File: src/rtl/sram_ctl.sv
// sram_ctl: request-side controller in front of the registered-pin SRAM array.
// Accepts single-beat writes and 1..16-beat burst reads on a valid/ready
// request channel, drives the array's registered address/data/write-enable
// pins, follows the array's two-edge read latency and returns read data
// through a 4-entry response FIFO.
//
// Ports
//   clk, rst                 clock (rising edge), async active-high reset
//   req_valid/req_ready      request handshake
//   req_we                   1 = write, 0 = burst read
//   req_addr[22:0]           start address ([22:18] chip, [17:0] word)
//   req_len[3:0]             read beats minus one (ignored for writes)
//   req_wdata[63:0]          write data
//   rsp_valid/rsp_ready      response handshake (FIFO head)
//   rsp_rdata[63:0]          FIFO head data
//   mem_addr/mem_wdata/mem_we  registered pins to the array
//   mem_rdata[63:0]          registered read data from the array
//   busy                     any request, beat or response still in flight
module sram_ctl (
  input  logic        clk,
  input  logic        rst,
  input  logic        req_valid,
  output logic        req_ready,
  input  logic        req_we,
  input  logic [22:0] req_addr,
  input  logic [3:0]  req_len,
  input  logic [63:0] req_wdata,
  output logic        rsp_valid,
  input  logic        rsp_ready,
  output logic [63:0] rsp_rdata,
  output logic [22:0] mem_addr,
  output logic [63:0] mem_wdata,
  output logic        mem_we,
  input  logic [63:0] mem_rdata,
  output logic        busy
);

  typedef enum logic {IDLE, READ} state_t;

  state_t      state;
  state_t      state_nxt;
  logic [3:0]  beats_left;
  logic        s1;
  logic        s2;
  logic [63:0] fifo_mem [4];
  logic [1:0]  wr_ptr;
  logic [1:0]  rd_ptr;
  logic [2:0]  fifo_count;
  logic        credit_ok;
  logic        issue;
  logic        wr_acc;
  logic        rd_acc;
  logic        push;
  logic        pop;

  // Beats already in the array pipeline still need a FIFO slot, so they
  // count against the credit; a pop on this same edge does not.
  assign credit_ok = ({1'b0, fifo_count} + {3'd0, s1} + {3'd0, s2}) < 4'd4;

  assign wr_acc = req_valid && req_ready && req_we;
  assign rd_acc = req_valid && req_ready && !req_we;

  // State register
  always_ff @(posedge clk or posedge rst) begin
    if (rst) state <= IDLE;
    else     state <= state_nxt;
  end

  // Next-state logic
  always_comb begin
    state_nxt = state;
    case (state)
      IDLE:    if (rd_acc && (req_len != 4'd0)) state_nxt = READ;
      READ:    if (issue && (beats_left == 4'd1)) state_nxt = IDLE;
      default: state_nxt = IDLE;
    endcase
  end

  // FSM outputs
  always_comb begin
    req_ready = 1'b0;
    issue     = 1'b0;
    case (state)
      IDLE:    req_ready = req_we || credit_ok;
      READ:    issue     = credit_ok;
      default: ;
    endcase
  end

  // Issue stage: array pins and beat-0 / follow-on beat launch
  always_ff @(posedge clk or posedge rst) begin
    if (rst) begin
      mem_addr   <= '0;
      mem_wdata  <= '0;
      mem_we     <= 1'b0;
      beats_left <= '0;
      s1         <= 1'b0;
      s2         <= 1'b0;
    end else begin
      mem_we <= wr_acc;
      s1     <= rd_acc || issue;
      s2     <= s1;
      if (wr_acc) begin
        mem_addr  <= req_addr;
        mem_wdata <= req_wdata;
      end else if (rd_acc) begin
        mem_addr   <= req_addr;
        beats_left <= req_len;
      end else if (issue) begin
        // 23-bit wrap carries the burst across chip selects
        mem_addr   <= mem_addr + 23'd1;
        beats_left <= beats_left - 4'd1;
      end
    end
  end

  // Response stage: s2 marks array output belonging to an issued beat
  assign push = s2;
  assign pop  = rsp_valid && rsp_ready;

  always_ff @(posedge clk or posedge rst) begin
    if (rst) begin
      wr_ptr     <= '0;
      rd_ptr     <= '0;
      fifo_count <= '0;
    end else begin
      if (push) wr_ptr <= wr_ptr + 2'd1;
      if (pop)  rd_ptr <= rd_ptr + 2'd1;
      case ({push, pop})
        2'b10:   fifo_count <= fifo_count + 3'd1;
        2'b01:   fifo_count <= fifo_count - 3'd1;
        default: fifo_count <= fifo_count;
      endcase
    end
  end

  always_ff @(posedge clk) begin
    if (push) fifo_mem[wr_ptr] <= mem_rdata;
  end

  assign rsp_valid = (fifo_count != 3'd0);
  // Storage is not reset; an empty FIFO presents zero data.
  assign rsp_rdata = rsp_valid ? fifo_mem[rd_ptr] : 64'd0;

  assign busy = (state != IDLE) || mem_we || s1 || s2 || (fifo_count != 3'd0);

endmodule

File: config.mk
export PLATFORM = sky130hd
export DESIGN_NAME = sram_ctl
export DESIGN_NICKNAME = d
export VERILOG_FILES = /design/src/rtl/sram_ctl.sv
export SDC_FILE = /design/constraint.sdc
export NUM_CORES = 1
export LEC_CHECK = 0
export ABC_AREA = 1
export BUFFER_PORTS_ARGS = -buffer_cell sky130_fd_sc_hd__buf_4
export CORE_ASPECT_RATIO = 2
export CORE_MARGIN = 5
export CORE_UTILIZATION = 37
export CTS_BUF_LIST = sky130_fd_sc_hd__clkbuf_8
export CTS_CLUSTER_DIAMETER = 100
export DETAILED_ROUTE_END_ITERATION = 8
export PLACE_DENSITY_LB_ADDON = 0.05
export SETUP_SLACK_MARGIN = 0.02
export SLEW_MARGIN = 20
export SYNTH_ARGS = -nofsm -noshare
export SYNTH_HDL_FRONTEND = slang
export SYNTH_SLANG_ARGS = --single-unit
File: constraint.sdc
create_clock -name clk -period 3.4 [get_ports clk]
set_input_delay 0.17 -clock clk [delete_from_list [all_inputs] [get_ports clk]]
set_output_delay 0.17 -clock clk [all_outputs]
set_load 0.1 [all_outputs]
==> results.json, run 1 <==
{
  "layout-drive-gt1-share_pct": 22.12,
  "ys_warn_count": 0,
  "numCtsBuffers": 53,
  "synthCells": 1431,
  "area_delta_synth_final_pct": 36.73,
  "nFillCells": 3716,
  "ys_top_cells_by_area": "edfxtp_1 51%, dfrtp_1 17%, nand2_1 8.2%, nor2_1 7.2%, o21ai_0 4.5%",
  "final-hold-violation-count": 0,
  "skew_ns": 0.02257,
  "worst-endpoint-arrival_ns": 2.72,
  "finalSetupViolations": 0,
  "drv_slew": 0,
  "synth-seq-area-share_pct": 68.26,
  "cts_resized": 0,
  "die_w_microns": 152.4,
  "rsz0062_at_grt": "false",
  "max-slew-margin-rel_pct": 28.09,
  "synthesis.area_sq_um": 15000,
  "wire_per_inst_microns": 17.62,
  "met2_length_mm": 23.27,
  "grt-ovfl-total": 0,
  "hpwl_mm": 27.24,
  "synth_edf_count": 256,
  "antenna_found_initial": 4,
  "wl_met3_mm": 2.263,
  "grt_first_pass_wirelength_mm": 68.95,
  "yosys.area.top_type": "edfxtp_1",
  "die-height_microns": 294.8,
  "crit_type": "reg -> out",
  "synth_seq_cells": 358,
  "final_common_cell": "buf_4",
  "hold_path_depth": 4,
  "drc": 0,
  "groute.usage.overall_pct": 19.45,
  "core-area_sq_um": 40210,
  "clkSinkCount": 358,
  "clkSlewWorstSetupHoldPaths_ns": 0.06,
  "worst_pin_slew_ns": 1.079,
  "cts_hold_buf": 166,
  "wl_met1_mm": 16.82,
  "drv_cap": 0,
  "nNetsFinal": 2081,
  "critPathLaunchType": "register",
  "fmax_ghz": 0.3466,
  "period_needed_ns": 2.885,
  "pin_count": 315,
  "drtIter0Drc": 473,
  "hp-class": "in -> reg",
  "yosysTopAreaCellShare_pct": 51.24,
  "viasPerCell": 4.710,
  "num_vias": 11710,
  "cts_tree": "built",
  "io_buffers": 314,
  "h-tree-depth": 2,
  "postCtsSetupBuffers": 0,
  "ant_nets": 0,
  "synthArstFlopShare_pct": 28.49,
  "path_max_fanout": 42,
  "cts_max_path_buffers": 3,
  "initial_core_util_pct": 37.31,
  "grt_max_degree": 87,
  "required_ns": 3.23,
  "layout_common_cells": "329 x buf_4, 326 x nand2_1, 288 x nor2_1",
  "clock-root-buffer": "clkbuf_8",
  "status": "finished clean",
  "grt_pass1_vias": 12310,
  "syn_area_per_cell_sq_um": 10.48,
  "core.rowCount": 104,
  "place.gp.congestion": 0.8258,
  "fin_tns_setup_ns": 0,
  "synth_cell_type_count": 34,
  "post-route-period-util_pct": 84.86,
  "drt-total-wl_mm": 43.82,
  "syn_nets": 1601,
  "worst_setup_path_end_kind": "output pin",
  "die-area_sq_um": 44920,
  "drt_first_pass_iters": 7,
  "maxUsedRoutingLayer": "met4",
  "insertion_delay_ns": 0.62,
  "r2r_cells": 9,
  "synthFlopType": "edfxtp_1"
}
routing by layer:
metal,global-route usage (%),up-vias
met5,0,-
met1,21.83,5600
met4,7.002,0
li1,-,5736
met3,4.041,76
met2,36.27,301
Yosys cell counts, types with 3 or more instances:
master / count
dfrtp_1: 102
nor2_1: 289
nand4_1: 10
o21ai_0: 136
ha_1: 9
o211ai_1: 9
edfxtp_1: 256
nand2_1: 326
o21ai_1: 3
nand2_2: 6
a21oi_1: 65
buf_4: 11
inv_1: 68
nand3b_1: 3
xor2_1: 9
buf_2: 31
buf_1: 6
clkbuf_1: 24
nand3_1: 47
path summary, 6_finish.rpt:
check,endpoint,slack (ns),startpoint
worst min-delay path,state,0.05,req_we
worst max-delay path,rsp_rdata[2],0.51,rd_ptr[0]
max in group asynchronous,mem_wdata[24],2.23,rst
min in group asynchronous,mem_addr[8],0.33,rst
worst min register to register,push,0.42,s1
worst max register to register,mem_addr[1],0.97,push
kinds of logic (layout without fill, tap and decap cells):
| family | count (synthesis) | count (layout) | share of synthesized area, % |
|---|---|---|---|
| AOI/OAI and AO/OA | 213 | 213 | 7.256 |
| xor gates and xnor gates | 11 | 11 | 0.6423 |
| adders and majority gates | 10 | 10 | 0.8841 |
| buffers and inverters | 144 | 666 | 4.237 |
| DFF | 358 | 358 | 68.26 |
| other | 0 | 4 | 0 |
| and+or+nand+nor | 695 | 695 | 18.72 |
sequential cells by signal (all words and copies together), names as in the netlist, 2 cells and up:
| signal | cells |
|---|---|
| beats_left | 4 |
| fifo_count | 3 |
| fifo_mem | 256 |
| mem_addr | 23 |
| mem_wdata | 64 |
| rd_ptr | 2 |
| wr_ptr | 2 |
area by class of cell:
class / instances / area, sq um / share of cell area [%]
Multi-Input combinational cell: 929 / 4139 / 20.18
Antenna cell: 4 / 10.01 / 0.04880
Timing Repair Buffer: 499 / 4212 / 20.53
Clock inverter: 42 / 215.2 / 1.049
Sequential cell: 358 / 10240 / 49.94
Inverter: 70 / 271.5 / 1.324
Clock buffer: 55 / 757.0 / 3.690
Tap cell: 530 / 663.1 / 3.233
worst max-delay path: stages, from the launching register on:
cell      delay [ns]
dfrtp_4         0.67
clkinv_2        0.14
buf_4           0.38
o21ai_0         0.17
a21oi_1         0.36
buf_4           0.37
metrics by stage:
| step | hold WS (ns) | worst slack [ns] | cells | area [sq um] | utilization, % |
|---|---|---|---|---|---|
| after CTS | 0.007471 | 0.4890 | 2483 | 20500 | 50.99 |
| after global placement | 0.3629 | 1.198 | 2220 | 17870 | 44.44 |
| after global routing | 0.04659 | 0.3922 | 2487 | 20510 | 51.01 |
| after detailed placement | 0.3694 | 1.147 | 2220 | 17870 | 44.44 |
| after floorplan | 0.2689 | 0.5545 | 1431 | 15000 | - |
| final | 0.04912 | 0.5147 | 2487 | 20510 | 51.01 |
Power of run 1 is not shown: default switching activity piles up to over one toggle a cycle in this logic, so the estimate is an artifact.
==> inputs of run 2 (changes only) <==
==> constraint.sdc (replaced) <==
create_clock -name clk -period 2.3 [get_ports clk]
set_input_delay 0.115 -clock clk [delete_from_list [all_inputs] [get_ports clk]]
set_output_delay 0.115 -clock clk [all_outputs]
set_load 0.1 [all_outputs]
==> results.json, run 2 (synthesis results as in run 1) <==
{
  "critPathLaunchType": "register",
  "reg.largest.list": "fifo_mem: 256 flops, mem_wdata: 64 flops, mem_addr: 23 flops",
  "place.gp.congestion": 0.8417,
  "required_ns": 2.18,
  "post-route-period-util_pct": 100.0,
  "ant_nets": 0,
  "max_flop_register": "fifo_mem",
  "r2r_start": "fifo_count[1]",
  "drv_cap": 0,
  "worst_pin_slew_ns": 0.6878,
  "path_max_fanout": 18,
  "period_needed_ns": 2.300,
  "cts_tree": "built",
  "critPathBufInv": 4,
  "grt-ovfl-total": 0,
  "nNetsFinal": 2115,
  "grt_first_pass_wirelength_mm": 73.03,
  "startpoint": "rd_ptr[0]",
  "worst-endpoint-arrival_ns": 2.19,
  "setup_slack_ns": -0.0001763,
  "cp_slowest_stage_delay_ns": 0.49,
  "clkSlewWorstSetupHoldPaths_ns": 0.07,
  "pin_count": 315,
  "grt_pass1_vias": 12580,
  "finalSetupViolations": 1,
  "clock-root-buffer": "clkbuf_8",
  "area_delta_synth_final_pct": 49.87,
  "die-area_sq_um": 44920,
  "rsz0062_at_grt": "true",
  "drv_slew": 0,
  "antenna_found_initial": 2,
  "groute.usage.overall_pct": 20.87,
  "viasPerCell": 4.759,
  "crit_type": "reg -> out",
  "largest_reg_flops": 256,
  "grt_max_degree": 65,
  "crit_chain": "buf_12, clkinv_8, buf_16, o21ai_0, a21oi_2, buf_8",
  "core-area_sq_um": 40210,
  "final-hold-violation-count": 0,
  "cp_slowest_cell": "dfrtp_4",
  "hpwl_mm": 28.44,
  "die_w_microns": 152.4,
  "final_common_cell": "nand2_1",
  "initial_core_util_pct": 37.31,
  "fin_tns_setup_ns": -0.0001763,
  "io_buffers": 314,
  "seq_area_sq_um": 10250,
  "worst_setup_path_end_kind": "output pin",
  "hp-class": "in -> async",
  "num_vias": 11980,
  "cts_max_path_buffers": 3,
  "drtIter0Drc": 509,
  "core.rowCount": 104,
  "multi_input_area_sq_um": 4457,
  "max-slew-margin-rel_pct": 54.15,
  "wire_per_inst_microns": 19.39,
  "crit_family": "buffers and inverters",
  "die-height_microns": 294.8,
  "h-tree-depth": 2,
  "clkSinkCount": 358,
  "status": "finished, violations left",
  "layout_common_cells": "326 x nand2_1, 270 x nor2_1, 266 x buf_4",
  "skew_ns": 0.02838,
  "drt-total-wl_mm": 48.82,
  "violations": "negative setup slack",
  "drc": 0,
  "insertion_delay_ns": 0.60,
  "layout-drive-gt1-share_pct": 27.84,
  "drt_first_pass_iters": 6,
  "nFillCells": 3487,
  "numCtsBuffers": 51,
  "fmax_ghz": 0.4347
}
## run 2: cell types whose count changed in the layout (fill, tap and decap cells not counted), sizes merged
cell / before / now
clkinvlp: 1 / 5
inv: 82 / 75
bufinv: 1 / 2
dlygate4sd3: 166 / 162
clkinv: 28 / 27
buf: 333 / 364
clkbuf: 55 / 64
diode: 4 / 2
## run 2: worst register-to-register path: cells and delay by family (launching register included)
| kind | cells | cell delay, ns |
|---|---|---|
| compound gates | 2 | 0.28 |
| buf+inv | 3 | 0.28 |
| xor+xnor | 1 | 0.15 |
| simple gates | 3 | 0.35 |
| flops | 1 | 0.37 |
| fa+ha+maj | 2 | 0.56 |
## run 2: layout make-up
class	instances	area share (%)
diodes	2	0.02226
clock buffers	55	3.367
clock inverters	39	0.9739
inverters	70	1.330
multi-input cells	929	19.82
flip-flops and latches	358	45.57
well taps	530	2.950
repair buffers	535	25.96
## run 2: routing by layer
layer	share of wire (%)	global-route usage, %
met4	3.5	7.748
met5	0	0
met3	4.7	4.305
met2	55	40.37
met1	37	22.05
## run 2: path summary, 6_finish.rpt
kind | endpoint | slack, ns | cells past startpoint
min reg2reg | push | 0.41 | 0
max reg2reg | fifo_count[2] | 0.17 | 11
min | mem_addr[11] | 0.14 | 3
max | rsp_rdata[26] | -0.0002 | 6
max in group asynchronous | rd_ptr[0] | 1.40 | 4
min in group clk | fifo_mem[2][45] | 0.25 | 2
## run 2: what timing repair did
item | in CTS | in global routing
setup endpoints to repair | 67 | 69
gates cloned | 9 | 9
resized for setup | 146 | 138
endpoints found under the hold margin | 429 | 0
hold buffers | 162 | 0
pin swaps | 20 | 45
setup buffers | 4 | 4
## run 2: per-stage QoR
step	cells	utilization, %	hold WS, ns	instance area, sq um	setup slack [ns]
6_report	2518	55.92	0.1379	22480	-0.0001763
5_1_grt	2518	55.92	0.1411	22480	-0.08993
4_1_cts	2503	54.25	0.09070	21810	-0.04408
2_1_floorplan	1431	-	0.2139	15260	0.08195
3_5_place_dp	2234	45.70	0.1782	18380	0.2585
3_3_place_gp	2234	45.70	0.1690	18380	0.3345
Power of run 2 is left out for the same reason.
